`src/rtl/cond_branch_unit_pkg.sv`:
```
// Shared parameters for the branch unit: datapath widths, flag bit positions,
// condition codes, FSM states and the ALU opcode set that produces the flags.
package cond_branch_unit_pkg;

    localparam int ALUWIDTH = 16;
    localparam int NUMFLAGS = 4;
    localparam int CONDSIZE = 4;

    // Flag vector layout is {C V Z N}, carry in the MSB.
    localparam int FLAG_N = 0;
    localparam int FLAG_Z = 1;
    localparam int FLAG_V = 2;
    localparam int FLAG_C = 3;

    typedef struct packed {
        logic c;
        logic v;
        logic z;
        logic n;
    } flags_t;

    typedef enum logic [CONDSIZE-1:0] {
        COND_EQ = 4'd0,
        COND_NE = 4'd1,
        COND_CS = 4'd2,
        COND_CC = 4'd3,
        COND_MI = 4'd4,
        COND_PL = 4'd5,
        COND_VS = 4'd6,
        COND_VC = 4'd7,
        COND_HI = 4'd8,
        COND_LS = 4'd9,
        COND_GE = 4'd10,
        COND_LT = 4'd11,
        COND_GT = 4'd12,
        COND_LE = 4'd13,
        COND_AL = 4'd14,
        COND_NV = 4'd15
    } cond_e;

    typedef enum logic [3:0] {
        ALU_ADD = 4'd0,
        ALU_ADC = 4'd1,
        ALU_SUB = 4'd2,
        ALU_SBC = 4'd3,
        ALU_AND = 4'd4,
        ALU_OR  = 4'd5,
        ALU_XOR = 4'd6,
        ALU_NOT = 4'd7,
        ALU_SHL = 4'd8,
        ALU_SHR = 4'd9,
        ALU_ASR = 4'd10,
        ALU_CMP = 4'd11,
        ALU_TST = 4'd12,
        ALU_MOV = 4'd13,
        ALU_INC = 4'd14,
        ALU_DEC = 4'd15
    } alu_op_e;

    typedef enum logic {
        ST_RUN   = 1'b0,
        ST_FLUSH = 1'b1
    } state_e;

    function automatic flags_t unpack_flags(input logic [NUMFLAGS-1:0] raw);
        flags_t f;
        f.c = raw[FLAG_C];
        f.v = raw[FLAG_V];
        f.z = raw[FLAG_Z];
        f.n = raw[FLAG_N];
        return f;
    endfunction

endpackage

```
`src/rtl/cond_branch_unit_cond_eval.sv`:
```
// Combinational condition evaluator: decides whether a condition code holds
// for a given {C V Z N} flag vector.
module cond_eval
    import cond_branch_unit_pkg::*;
#(
    parameter int numflags = NUMFLAGS,
    parameter int condsize = CONDSIZE
) (
    input  logic [numflags-1:0] flags,
    input  logic [condsize-1:0] cond,
    output logic                cond_true
);

    flags_t f;
    logic   n_eq_v;

    assign f      = unpack_flags(flags);
    assign n_eq_v = (f.n == f.v);

    always_comb begin
        // NOTE: the output gets a value before the case so no path can leave it
        // unassigned; an unassigned path in always_comb infers a latch.
        cond_true = 1'b0;
        unique case (cond_e'(cond))
            COND_EQ: cond_true = f.z;
            COND_NE: cond_true = !f.z;
            COND_CS: cond_true = f.c;
            COND_CC: cond_true = !f.c;
            COND_MI: cond_true = f.n;
            COND_PL: cond_true = !f.n;
            COND_VS: cond_true = f.v;
            COND_VC: cond_true = !f.v;
            COND_HI: cond_true = f.c && !f.z;
            COND_LS: cond_true = !f.c || f.z;
            COND_GE: cond_true = n_eq_v;
            COND_LT: cond_true = !n_eq_v;
            COND_GT: cond_true = !f.z && n_eq_v;
            COND_LE: cond_true = f.z || !n_eq_v;
            COND_AL: cond_true = 1'b1;
            COND_NV: cond_true = 1'b0;
            default: cond_true = 1'b0;
        endcase
    end

endmodule

```
`src/rtl/cond_branch_unit.sv`:
```
// Conditional branch unit: holds the PC and flag register, resolves branch
// conditions with same-cycle flag forwarding, and inserts one flush cycle per taken branch.
module cond_branch_unit
    import cond_branch_unit_pkg::*;
#(
    parameter int aluwidth = ALUWIDTH,
    parameter int numflags = NUMFLAGS,
    parameter int condsize = CONDSIZE
) (
    input  logic                clk,
    input  logic                reset,
    input  logic [numflags-1:0] flags_in,
    input  logic                flags_we,
    input  logic                br_valid,
    input  logic [condsize-1:0] cond,
    input  logic [aluwidth-1:0] br_offset,
    input  logic                pc_en,
    output logic [aluwidth-1:0] pc,
    output logic [numflags-1:0] flags_q,
    output logic                taken,
    output logic                flush
);

    state_e                state_q, state_d;
    logic [aluwidth-1:0]   pc_q, pc_d;
    logic [numflags-1:0]   flags_d;
    logic                  taken_q, taken_d;
    logic [numflags-1:0]   eff_flags;
    logic                  cond_true;

    // A flag write in the same cycle as the branch must steer that branch.
    assign eff_flags = flags_we ? flags_in : flags_q;

    cond_eval #(
        .numflags (numflags),
        .condsize (condsize)
    ) u_cond_eval (
        .flags     (eff_flags),
        .cond      (cond),
        .cond_true (cond_true)
    );

    always_comb begin
        state_d = state_q;
        pc_d    = pc_q;
        taken_d = taken_q;
        flags_d = flags_q;

        if (pc_en) begin
            if (flags_we) begin
                flags_d = flags_in;
            end

            unique case (state_q)
                ST_RUN: begin
                    if (br_valid && cond_true) begin
                        pc_d    = pc_q + br_offset;
                        taken_d = 1'b1;
                        state_d = ST_FLUSH;
                    end else begin
                        pc_d    = pc_q + aluwidth'(1);
                        taken_d = 1'b0;
                    end
                end
                // The slot behind a taken branch is discarded; the PC already
                // points at the target.
                ST_FLUSH: begin
                    taken_d = 1'b0;
                    state_d = ST_RUN;
                end
                default: begin
                    taken_d = 1'b0;
                    state_d = ST_RUN;
                end
            endcase
        end
    end

    // NOTE: sequential state uses non-blocking assignments so every register
    // samples the pre-edge values regardless of statement order.
    always_ff @(posedge clk or posedge reset) begin
        if (reset) begin
            state_q <= ST_RUN;
            pc_q    <= '0;
            flags_q <= '0;
            taken_q <= 1'b0;
        end else begin
            state_q <= state_d;
            pc_q    <= pc_d;
            flags_q <= flags_d;
            taken_q <= taken_d;
        end
    end

    assign pc    = pc_q;
    assign taken = taken_q;
    assign flush = (state_q == ST_FLUSH);

endmodule
```
`config.mk`:
```
export PLATFORM = sky130hd
export DESIGN_NAME = cond_branch_unit
export DESIGN_NICKNAME = d
export VERILOG_FILES = /design/src/rtl/cond_branch_unit_pkg.sv /design/src/rtl/cond_branch_unit_cond_eval.sv /design/src/rtl/cond_branch_unit.sv
export SDC_FILE = /design/constraint.sdc
export NUM_CORES = 1
export LEC_CHECK = 0
export ABC_AREA = 1
export CAP_MARGIN = 15
export CELL_PAD_IN_SITES_DETAIL_PLACEMENT = 1
export CELL_PAD_IN_SITES_GLOBAL_PLACEMENT = 2
export CORE_UTILIZATION = 29
export DETAILED_ROUTE_END_ITERATION = 7
export GPL_TIMING_DRIVEN = 0
export MAX_ROUTING_LAYER = met4
export PLACE_DENSITY = 0.82
export SLEW_MARGIN = 40
export SYNTH_ARGS = -nofsm -noshare
export SYNTH_HDL_FRONTEND = slang
export SYNTH_SLANG_ARGS = --single-unit
```
`constraint.sdc`:
```
create_clock -name clk -period 5.1 [get_ports clk]
set_input_delay 0.765 -clock clk [delete_from_list [all_inputs] [get_ports clk]]
set_output_delay 0.765 -clock clk [all_outputs]
set_load 0.02 [all_outputs]
```
==> impl_metrics.tcl <==
set metrics [dict create \
    number_of_buffers_between_clock_root_and_the_deepest_sink 2 \
    number_of_cells_upsized_or_downsized_after_cts 0 \
    firstDrtPassIters 4 \
    crit-reg2reg-launch "flags_q[2]" \
    design.die.area_um2 7260 \
    floorplan.initialDensity_pct 30.7 \
    timing.final.setup_violations 0 \
    totalNegativeSetupSlack_ns 0 \
    fin_worst_hold_slack_ns 0.508 \
    max_fanout_on_critical_path 7 \
    ys_seq_elements 21 \
    cellLeakagePower_uw 0.00136 \
    cts_tree "built" \
    antenna_cells_inserted 0 \
    layout-drive-gt1-share_pct 9.91 \
    cts_num_sinks 21 \
    final_cells 420 \
    cp-start-kind "primary input" \
    clk_root_buffer_cell "sky130_fd_sc_hd__clkbuf_8" \
    port_buffers 49 \
    total_congestion_overflow 0 \
    worst_setup_path_end_kind "flip-flop" \
    unrepaired_setup_endpoints_after_global_routing "no" \
    cts_hold_repair.buffers 0 \
    grt_first_pass_wirelength_um 9840 \
    final_core_utilization_pct 40.5 \
    worstRegToRegCells 23 \
    postCtsSetupRepairBufs 0 \
    worst-r2r-setup-slack_ns 1.89 \
    timing.final.crit_share_pct 73.7 \
    critPathKind "in -> reg" \
    finalWirelength_um 5630 \
    detailroute.via_count 1979 \
    drt.antenna.violating_nets 0 \
    grt_antenna_before_repair 0 \
    drt-vias-per-instance 4.71 \
    yosysTopAreaCellShare_pct 26.2 \
    timing_hold_violations_final 0 \
    synth_warnings 0 \
    syn_nets 335 \
    top_level_ports 51 \
    proportion_of_synthesized_chip_area_in_sequential_cells_pct 26.2 \
    p_total_uw 1060 \
    worstReg2RegEnd "pc[10]" \
    cts_made_buffers 3 \
    tightestPinTransition_ns 0.635 \
    power.density_cell_area_nw_per_um2 402 \
    hold_path_startpoint "pc[15]" \
    drt-wirelength-per-cell_um 13.4 \
    worstSkewPairLatency_ns 0.27 \
    post-synth-top-area-cell "sky130_fd_sc_hd__dfrtp_1" \
    floorplan.die.width_um 85.2 \
    std_cell_rows 29 \
    layout.filler_cells 832 \
    synth_cells 290 \
    hold_path_class "reg -> reg" \
    die_ht_um 85.2 \
    h-tree-depth 1 \
    synth_cell_types 33 \
    global_route.usage.total_pct 17.6 \
    grt_pass1_vias 2103 \
    holdPathStages 2 \
    worst_setup_hold_path_clk_slew_ns 0.08 \
    maxSlewHeadroom_pct 57.5 \
    post-place-cells 416 \
    max_clock_skew_ns 0.0138 \
    core-area_um2 6530 \
    drc 0 \
    place_congestion 0.834 \
    period_minus_slack_ns 3.76 \
    dp.final_hpwl_um 4500 \
    crit_arrival_ns 3.94 \
    synthTopCellsByArea "sky130_fd_sc_hd__dfrtp_1 (26%), sky130_fd_sc_hd__nand2_1 (14%), sky130_fd_sc_hd__ha_1 (9.3%), sky130_fd_sc_hd__inv_1 (9.2%), sky130_fd_sc_hd__nor2_4 (5.6%)" \
    postSynthAreaPerCell_um2 6.92 \
    cp_data_required_time_ns 5.28 \
    slew_violations 0 \
    area_growth_syn_to_layout_pct 31.7 \
    dr.first_iter.drc_count 29 \
    layout.nets 389 \
    hold_worst_path_end "pc[15]" \
    synth.cell_area_um2 2010 \
    status "finished, final reports clean" \
    power.ir.vdd_worst_uv 172 \
    fmax_mhz 266 \
    grt_start_max_net_pins 22 \
    cap_viol_max_count 0 \
]
-- cells in the final DEF (no fill, tap or decap) --
master	Yosys	layout
sky130_fd_sc_hd__nand2_1	75	75
sky130_fd_sc_hd__clkdlybuf4s50_1	0	49
sky130_fd_sc_hd__inv_1	49	48
sky130_fd_sc_hd__dfrtp_1	21	21
sky130_fd_sc_hd__nor2_1	19	19
sky130_fd_sc_hd__a21oi_1	15	15
sky130_fd_sc_hd__nand3_1	15	15
sky130_fd_sc_hd__ha_1	15	15
sky130_fd_sc_hd__o21ai_0	14	14
sky130_fd_sc_hd__nor2_4	10	10
sky130_fd_sc_hd__a31oi_1	7	7
sky130_fd_sc_hd__nand4_1	6	6
sky130_fd_sc_hd__o21ai_1	6	6
sky130_fd_sc_hd__nand2_2	6	6
sky130_fd_sc_hd__xnor2_1	4	4
sky130_fd_sc_hd__nand2_4	3	3
sky130_fd_sc_hd__or2_2	3	3
sky130_fd_sc_hd__clkbuf_8	0	3
sky130_fd_sc_hd__o21a_1	2	2
sky130_fd_sc_hd__a21boi_1	2	2
sky130_fd_sc_hd__clkbuf_1	2	2
sky130_fd_sc_hd__o211ai_1	2	2
sky130_fd_sc_hd__or2_1	2	2
sky130_fd_sc_hd__a21o_1	1	1
sky130_fd_sc_hd__a31o_2	1	1
sky130_fd_sc_hd__buf_6	1	1
sky130_fd_sc_hd__inv_6	1	1
sky130_fd_sc_hd__nand3_2	1	1
sky130_fd_sc_hd__o21ai_2	1	1
sky130_fd_sc_hd__a211oi_1	1	1
sky130_fd_sc_hd__nor3_1	1	1
sky130_fd_sc_hd__buf_12	1	1
sky130_fd_sc_hd__inv_2	0	1
sky130_fd_sc_hd__xor2_1	1	1
sky130_fd_sc_hd__fa_1	1	1
sky130_fd_sc_hd__buf_4	1	1
sky130_fd_sc_hd__clkinvlp_4	0	1
-- routing by layer --
| layer | vias up | global-route usage (%) | part of all wire [%] |
|---|---|---|---|
| met5 | - | - | 0 |
| met3 | 4 | 1.85 | 2.5 |
| met2 | 28 | 29.5 | 48 |
| li1 | 1034 | - | - |
| met1 | 913 | 22.7 | 48 |
| met4 | 0 | 4.16 | 0.82 |
-- cell usage after synthesis --
cell type                  instances
sky130_fd_sc_hd__or2_1             2
sky130_fd_sc_hd__inv_6             1
sky130_fd_sc_hd__xnor2_1           4
sky130_fd_sc_hd__a211oi_1          1
sky130_fd_sc_hd__clkbuf_1          2
sky130_fd_sc_hd__nor3_1            1
sky130_fd_sc_hd__o21ai_0          14
sky130_fd_sc_hd__nand2_4           3
sky130_fd_sc_hd__dfrtp_1          21
sky130_fd_sc_hd__nand2_2           6
sky130_fd_sc_hd__or2_2             3
sky130_fd_sc_hd__buf_4             1
sky130_fd_sc_hd__nand3_2           1
sky130_fd_sc_hd__o21ai_2           1
sky130_fd_sc_hd__a21boi_1          2
sky130_fd_sc_hd__o21a_1            2
sky130_fd_sc_hd__o211ai_1          2
sky130_fd_sc_hd__nor2_1           19
sky130_fd_sc_hd__nand4_1           6
sky130_fd_sc_hd__inv_1            49
sky130_fd_sc_hd__nand3_1          15
sky130_fd_sc_hd__fa_1              1
sky130_fd_sc_hd__a21oi_1          15
sky130_fd_sc_hd__ha_1             15
sky130_fd_sc_hd__xor2_1            1
sky130_fd_sc_hd__nand2_1          75
sky130_fd_sc_hd__o21ai_1           6
sky130_fd_sc_hd__nor2_4           10
sky130_fd_sc_hd__buf_12            1
sky130_fd_sc_hd__a21o_1            1
sky130_fd_sc_hd__buf_6             1
sky130_fd_sc_hd__a31o_2            1
sky130_fd_sc_hd__a31oi_1           7
-- report_power, final --
group / internal (uW) / leakage (uW) / switching (uW)
registers: 230 / 0.000251 / 56.9
logic: 282 / 0.00109 / 373
clock network: 55.4 / 0.0000217 / 64.4
-- layout make-up --
cell class | count | area, um2 | share of cell area (%)
plain buffers | 5 | 46.3 | 1.75
well taps | 77 | 96.3 | 3.64
flip-flops and latches | 21 | 526 | 19.9
inverters | 50 | 193 | 7.29
repair buffers | 49 | 490 | 18.6
clock inverters | 1 | 7.51 | 0.284
clock buffers | 3 | 41.3 | 1.56
multi-input cells | 214 | 1240 | 47.0
-- through the flow --
step           setup WS [ns]  cell area, um2
2_1_floorplan           1.86            2010
3_3_place_gp            1.07            2590
3_5_place_dp            1.07            2590
4_1_cts                 1.31            2640
5_1_grt                 1.01            2640
6_report                1.34            2640
-- critical path: stages --
cell and delay, ns:
sky130_fd_sc_hd__clkdlybuf4s50_1 0.52, sky130_fd_sc_hd__or2_2 0.13, sky130_fd_sc_hd__inv_1 0.06, sky130_fd_sc_hd__o211ai_1 0.16
sky130_fd_sc_hd__nand3_1 0.09, sky130_fd_sc_hd__nor2_1 0.12, sky130_fd_sc_hd__nand2_2 0.10, sky130_fd_sc_hd__nand2_4 0.12
sky130_fd_sc_hd__or2_1 0.12, sky130_fd_sc_hd__ha_1 0.18, sky130_fd_sc_hd__inv_1 0.06, sky130_fd_sc_hd__fa_1 0.35
sky130_fd_sc_hd__inv_1 0.10, sky130_fd_sc_hd__nand3_1 0.07, sky130_fd_sc_hd__nand2_1 0.14, sky130_fd_sc_hd__a21oi_1 0.13
sky130_fd_sc_hd__o21ai_1 0.22, sky130_fd_sc_hd__a21boi_1 0.11, sky130_fd_sc_hd__or2_1 0.22, sky130_fd_sc_hd__a31oi_1 0.15
-- cell families (layout without fill, tap and decap cells) --
family	Yosys count	after routing	synth area share [%]
compound gates	52	52	14.8
fa+ha+maj	16	16	10.3
xor+xnor	5	5	2.18
simple gates	141	141	34.6
flops	21	21	26.2
buf+inv	55	108	11.9
-- worst max path at each step --
stage | from | to | slack (ns)
after floorplan | flags_we | pc[10] | 1.86
after global placement | cond[0] | pc[10] | 1.07
after detailed placement | cond[3] | pc[10] | 1.07
after CTS | cond[3] | pc[10] | 1.31
after global routing | cond[0] | pc[10] | 1.01
final | cond[3] | pc[10] | 1.34
-- sequential cells by signal, indices dropped and copies added (netlist names) --
name	cells
taken	1
flags_q	4
pc	16
Note: power is estimated with default switching activity, not from simulation.
